[src/rtl/spi_arbiter_pkg.sv]
// Shared types for the SPI arbiter.
//   SlaveSelect : slave-select code driven to the SS mux (SS_NONE = nobody selected)
//   arb_state_e : arbiter FSM states
package spi_arbiter_pkg;

   typedef enum logic [2:0] {
      SS_NONE   = 3'd0,
      SS_CH1    = 3'd1,
      SS_CH2    = 3'd2,
      SS_CH3    = 3'd3,
      SS_EEPROM = 3'd4
   } SlaveSelect;

   typedef enum logic [1:0] {
      StIdle,
      StIssue,
      StBusy,
      StGap
   } arb_state_e;

   localparam int unsigned DefaultGapCycles     = 2;
   localparam int unsigned DefaultTimeoutCycles = 4096;

endpackage

[src/rtl/spi_arbiter_rr_pick2.sv]
// Two-way round-robin pick (combinational).
//   a_req, b_req : requests
//   last_grant   : 0 = A was granted last, 1 = B was granted last
//   grant_a/b    : one-hot winner (both 0 when nobody requests)
//   any          : at least one request present
module rr_pick2 (
   input  logic a_req,
   input  logic b_req,
   input  logic last_grant,
   output logic grant_a,
   output logic grant_b,
   output logic any
);

   // On contention the requester not granted last wins.
   always_comb begin
      grant_a = a_req & (~b_req | last_grant);
      grant_b = b_req & (~a_req | ~last_grant);
      any     = a_req | b_req;
   end

endmodule

[src/rtl/spi_arbiter.sv]
// Round-robin arbiter sharing one SPI master between two requesters.
// Each transaction: latch winner (IDLE) -> start pulse (ISSUE) -> wait for
// SPI_done or timeout (BUSY) -> forced deselect gap (GAP).
//   clk, rst                 : clock, synchronous active-high reset
//   a_req/a_ss/a_data        : requester A (req held until a_done/a_err)
//   a_done/a_err             : A completion / timeout pulses
//   b_req/b_ss/b_data        : requester B
//   b_done/b_err             : B completion / timeout pulses
//   rd_data                  : EEP_data captured at SPI_done
//   ss, wrt_SPI, SPI_data    : to SS mux / SPI master
//   SPI_done, EEP_data       : from SPI master
//   busy                     : high in every state except IDLE
module spi_arbiter
   import spi_arbiter_pkg::*;
#(
   parameter int unsigned GAP_CYCLES     = DefaultGapCycles,
   parameter int unsigned TIMEOUT_CYCLES = DefaultTimeoutCycles
) (
   input  logic        clk,
   input  logic        rst,
   input  logic        a_req,
   input  SlaveSelect  a_ss,
   input  logic [15:0] a_data,
   output logic        a_done,
   output logic        a_err,
   input  logic        b_req,
   input  SlaveSelect  b_ss,
   input  logic [15:0] b_data,
   output logic        b_done,
   output logic        b_err,
   output logic [7:0]  rd_data,
   output SlaveSelect  ss,
   output logic        wrt_SPI,
   output logic [15:0] SPI_data,
   input  logic        SPI_done,
   input  logic [7:0]  EEP_data,
   output logic        busy
);

   localparam int unsigned TW = $clog2(TIMEOUT_CYCLES);
   localparam int unsigned GW = $clog2(GAP_CYCLES + 1);
   localparam logic [TW-1:0] TmoLast = TW'(TIMEOUT_CYCLES - 1);
   localparam logic [GW-1:0] GapLast = GW'(GAP_CYCLES - 1);

   arb_state_e    state;
   logic          owner_b;     // 1 = current transaction belongs to B
   logic          last_grant;  // 1 = B was granted last
   SlaveSelect    own_ss;
   logic [15:0]   own_data;
   logic [TW-1:0] tmo_cnt;
   logic [GW-1:0] gap_cnt;

   logic grant_a;
   logic grant_b;
   logic any_req;

   rr_pick2 u_pick (
      .a_req      (a_req),
      .b_req      (b_req),
      .last_grant (last_grant),
      .grant_a    (grant_a),
      .grant_b    (grant_b),
      .any        (any_req)
   );

   always_ff @(posedge clk) begin
      if (rst) begin
         state      <= StIdle;
         owner_b    <= 1'b0;
         last_grant <= 1'b1;  // pretend B went last so A wins the first contention
         own_ss     <= SS_NONE;
         own_data   <= '0;
         tmo_cnt    <= '0;
         gap_cnt    <= '0;
         ss         <= SS_NONE;
         wrt_SPI    <= 1'b0;
         SPI_data   <= '0;
         rd_data    <= '0;
         a_done     <= 1'b0;
         a_err      <= 1'b0;
         b_done     <= 1'b0;
         b_err      <= 1'b0;
         busy       <= 1'b0;
      end else begin
         wrt_SPI <= 1'b0;
         a_done  <= 1'b0;
         a_err   <= 1'b0;
         b_done  <= 1'b0;
         b_err   <= 1'b0;

         unique case (state)
            StIdle: begin
               if (any_req) begin
                  // grant_a/grant_b are one-hot here, so grant_b alone names the winner.
                  owner_b    <= grant_b;
                  last_grant <= grant_b;
                  own_ss     <= grant_b ? b_ss : a_ss;
                  own_data   <= grant_b ? b_data : a_data;
                  state      <= StIssue;
                  busy       <= 1'b1;
               end
            end

            StIssue: begin
               wrt_SPI  <= 1'b1;
               ss       <= own_ss;
               SPI_data <= own_data;
               tmo_cnt  <= '0;
               state    <= StBusy;
            end

            StBusy: begin
               // SPI_done is checked first so it wins over a coincident timeout.
               if (SPI_done) begin
                  rd_data <= EEP_data;
                  a_done  <= ~owner_b;
                  b_done  <= owner_b;
                  ss      <= SS_NONE;
                  gap_cnt <= '0;
                  state   <= StGap;
               end else if (tmo_cnt == TmoLast) begin
                  a_err   <= ~owner_b;
                  b_err   <= owner_b;
                  ss      <= SS_NONE;
                  gap_cnt <= '0;
                  state   <= StGap;
               end else begin
                  tmo_cnt <= tmo_cnt + TW'(1);
               end
            end

            StGap: begin
               if (gap_cnt == GapLast) begin
                  state <= StIdle;
                  busy  <= 1'b0;
               end else begin
                  gap_cnt <= gap_cnt + GW'(1);
               end
            end

            default: begin
               state <= StIdle;
               busy  <= 1'b0;
            end
         endcase
      end
   end

endmodule

[config.mk]
export PLATFORM = sky130hd
export DESIGN_NAME = spi_arbiter
export DESIGN_NICKNAME = d
export VERILOG_FILES = /design/src/rtl/spi_arbiter_pkg.sv /design/src/rtl/spi_arbiter_rr_pick2.sv /design/src/rtl/spi_arbiter.sv
export SDC_FILE = /design/constraint.sdc
export NUM_CORES = 1
export LEC_CHECK = 0
export CORE_MARGIN = 2
export CORE_UTILIZATION = 52
export DETAILED_ROUTE_END_ITERATION = 12
export PLACE_DENSITY = 0.85
export SLEW_MARGIN = 25
export SYNTH_ARGS = -nofsm -noshare
export SYNTH_HDL_FRONTEND = slang
export SYNTH_SLANG_ARGS = --single-unit
[constraint.sdc]
create_clock -name clk -period 3.3 [get_ports clk]
set_input_delay 0.66 -clock clk [delete_from_list [all_inputs] [get_ports clk]]
set_output_delay 0.66 -clock clk [all_outputs]
set_load 0.05 [all_outputs]
==> results by group <==
Outcome
  – Status: complete, no violations

GRT
  – GRT overflow: 0
  – Largest net degree at the start of global routing: 66
  – GRT Overall Usage: 0.231
  – Vias in the first global route: 2697
  – First-pass GRT wire length: 12000 um
  – Initial antenna violation count: 0

Placed design
  – Post-Place Setup Slack: 827 ps
  – Post-DP HPWL: 5010 um
  – GP Congestion: 0.914
  – I/O Buffers: 83

Power and ir drop
  – Max IR drop VDD: 0.500 mV
  – Combinational Power Share: 0.384
  – Internal: 1880 uW
  – Pwr per Cell Area: 713 nW/um2
  – Switch Pwr: 1130 uW
  – Sw Share: 0.375
  – Reg power frac: 0.363
  – P_leak: 0.00156 uW
  – Clock group share of total power: 0.253

CTS
  – Clk slew on worst S/H paths: 70 ps
  – Post-cts resize count: 0
  – Clock latency at the later pin of the worst-skew pair: 340 ps
  – Buffer levels on the longest clock path: 2
  – Sink Count: 70
  – CTS tree: done
  – CTS HTree Levels: 3
  – Root Buffer: clkbuf_8
  – CTS buffer count: 9
  – Post-CTS setup buffers: 0
  – CTS Hold Bufs: 0

Route
  – 1st-pass router iterations: 4
  – Drt total wl: 7150 um
  – DR vias/cell: 5.58
  – DR DRC count: 0
  – 1st-iter DRT viols: 167
  – DR vias: 2780
  – Post-route antenna net violation count: 0
  – WL per Instance: 14.4 um

STA
  – Fin Clk Skew: 11.3 ps
  – Sum Neg Setup Slack: 0 ps
  – Fin crit share: 0.671
  – Tmin final: 2210 ps
  – Fmax: 0.452 GHz
  – Fin. max-slew vios: 0
  – Unrepaired setup endpoints after global routing: false
  – Final Setup Violations: 0
  – Least-Margin Pin Slew: 653 ps
  – Worst hold slack: 457 ps
  – Endpoints failing hold: 0
  – Setup ws final: 1090 ps
  – Max-slew headroom: 0.565

Cells and area
  – Fin nets: 475
  – P&R area growth vs syn: 34.6%
  – # diodes: 0
  – Core Util, Final: 0.717
  – Fraction of layout cells with a size suffix above 1: 0.0757

Yosys
  – Syn. warnings: 0
  – Synthesized Nets: 398
  – Count of cell types in the netlist: 50
  – Synth Flop Type: dfxtp_1
  – Async set-reset flop share out of synthesis: 0
  – Area fraction of the dominant cell type after synthesis: 0.447
  – Seq/Total Area, Yosys: 0.447
  – Mapped Avg Cell Area: 9.20 um2
  – Mapped cell area: 3140 um2
  – Largest area contributor in the netlist: dfxtp_1
  – Post-synth EDFFs: 0
  – Flops & latches, synth: 70
  – Gate Count Post-Synth: 341
  – Area contributors post-synth: dfxtp_1 (45%), mux2i_1 (12%), nor2_1 (5.5%)

Critical path
  – Crit path cell chain: clkdlybuf4s50_1
  – CP startpoint kind: flip-flop
  – WP data required: 2640 ps
  – Crit-path max FO: 2
  – CP max-delay cell: clkdlybuf4s50_1
  – WS Path Type: reg -> out
  – Worst Path Buf+Inv: 1
  – Largest stage delay, worst path: 830 ps
  – CP endpoint kind: output pin
  – Top Family by Delay on Critical Path: buffers and inverters
  – CP arrival: 1550 ps

Floorplan
  – Starting Density: 0.533
  – Die H: 81.7 um
  – Die ar.: 6670 um2
  – Die X: 81.7 um
  – # IOs: 84
  – Core Box Area: 5890 um2
  – Cell row count: 28

Min path
  – Worst hold path class: reg -> reg

Job
  – MaxCap Viol Count: 0
==> stage by stage <==
step	area, um2	power [uW]	cells
after global routing	4220	3180	498
after CTS	4220	3020	498
after detailed placement	4000	2250	482
after global placement	4000	2220	482
final	4220	3010	498
after floorplan	3140	1920	341
==> cell families (layout without fill, tap and decap cells) <==
group / Yosys count / after routing / synth area share
AO/OA/AOI/OAI: 67 / 67 / 0.160
flip-flops: 70 / 70 / 0.447
adder cells (fa/ha/maj): 6 / 6 / 0.0239
AND/OR/NAND/NOR: 128 / 128 / 0.206
buffers and inverters: 33 / 115 / 0.0455
multiplexers: 37 / 37 / 0.118
==> layout make-up <==
class	count	area, um2
Clock buffer	10	128
Clock inverter	6	93.8
Fill cell	444	1660
Inverter	10	37.5
Multi-Input combinational cell	238	1600
Sequential cell	70	1400
Tap cell	75	93.8
Timing Repair Buffer	89	871
==> sequential cells by signal, indices dropped and copies added (netlist names) <==
signal,cells
state,2
a_err,1
own_ss,3
tmo_cnt,12
b_err,1
own_data,16
b_done,1
last_grant,1
SPI_data,16
wrt_SPI,1
busy,1
a_done,1
gap_cnt,2
owner_b,1
rd_data,8
ss,3
==> power groups by stage <==
stage               Clock (uW)  Sequential (uW)  Combinational [uW]
detailed placement           0             1100                1150
global route               803             1110                1270
finish                     762             1090                1160
global placement             0             1100                1120
floorplan                    0             1280                 639
CTS                        772             1090                1160
==> layout by cell type (no fill, tap or decap), types with 8 or more instances in the layout <==
cell / count
mux2i_1: 37
dfxtp_1: 70
nand2_1: 31
inv_1: 8
a211oi_1: 20
nand3_1: 11
a21oi_1: 14
clkdlybuf4s50_1: 82
clkbuf_8: 9
nor2_1: 46
==> path summary, 6_finish.rpt <==
kind	start	endpoint	slack (ps)	depth (start not counted)
worst max register to register	state[0]$_SDFFE_PP0P_	tmo_cnt[9]$_SDFFE_PP0P_	1090	6
worst max-delay path	SPI_data[15]$_SDFFE_PP0P_	SPI_data[15]	1090	1
worst min-delay path	owner_b$_SDFFE_PP0P_	a_err$_SDFF_PP0_	460	1
worst min register to register	owner_b$_SDFFE_PP0P_	a_err$_SDFF_PP0_	460	1
==> metal layers <==
| metal | vias to the layer above | GRT usage | routed length, um |
|---|---|---|---|
| met1 | 1287 | 0.281 | 3070 |
| met3 | 15 | 0.0725 | 540 |
| met2 | 104 | 0.383 | 3420 |
| met5 | - | 0 | 0 |
| met4 | 0 | 0.0883 | 124 |
| li1 | 1374 | - | - |
==> synth_stat cells, types with 2 or more instances <==
| master | number |
|---|---|
| or3_1 | 4 |
| a211oi_1 | 20 |
| nand2_1 | 31 |
| nand4_4 | 2 |
| a21oi_1 | 14 |
| buf_1 | 2 |
| and3_1 | 2 |
| clkbuf_1 | 13 |
| nor2_1 | 46 |
| o21ai_0 | 5 |
| o41ai_1 | 2 |
| nand3_1 | 11 |
| ha_1 | 6 |
| nor2b_1 | 6 |
| or4_1 | 3 |
| buf_2 | 6 |
| nand4_1 | 3 |
| o32ai_1 | 2 |
| nand3b_1 | 2 |
| o21a_1 | 2 |
| dfxtp_1 | 70 |
| nand2b_1 | 3 |
| o311ai_0 | 2 |
| o211ai_1 | 4 |
| a21boi_0 | 3 |
| nand4b_1 | 2 |
| mux2i_1 | 37 |
| nor3_1 | 5 |
| inv_1 | 8 |
| a31oi_1 | 4 |
| and2_1 | 2 |
(Power assumes the default switching activity.)
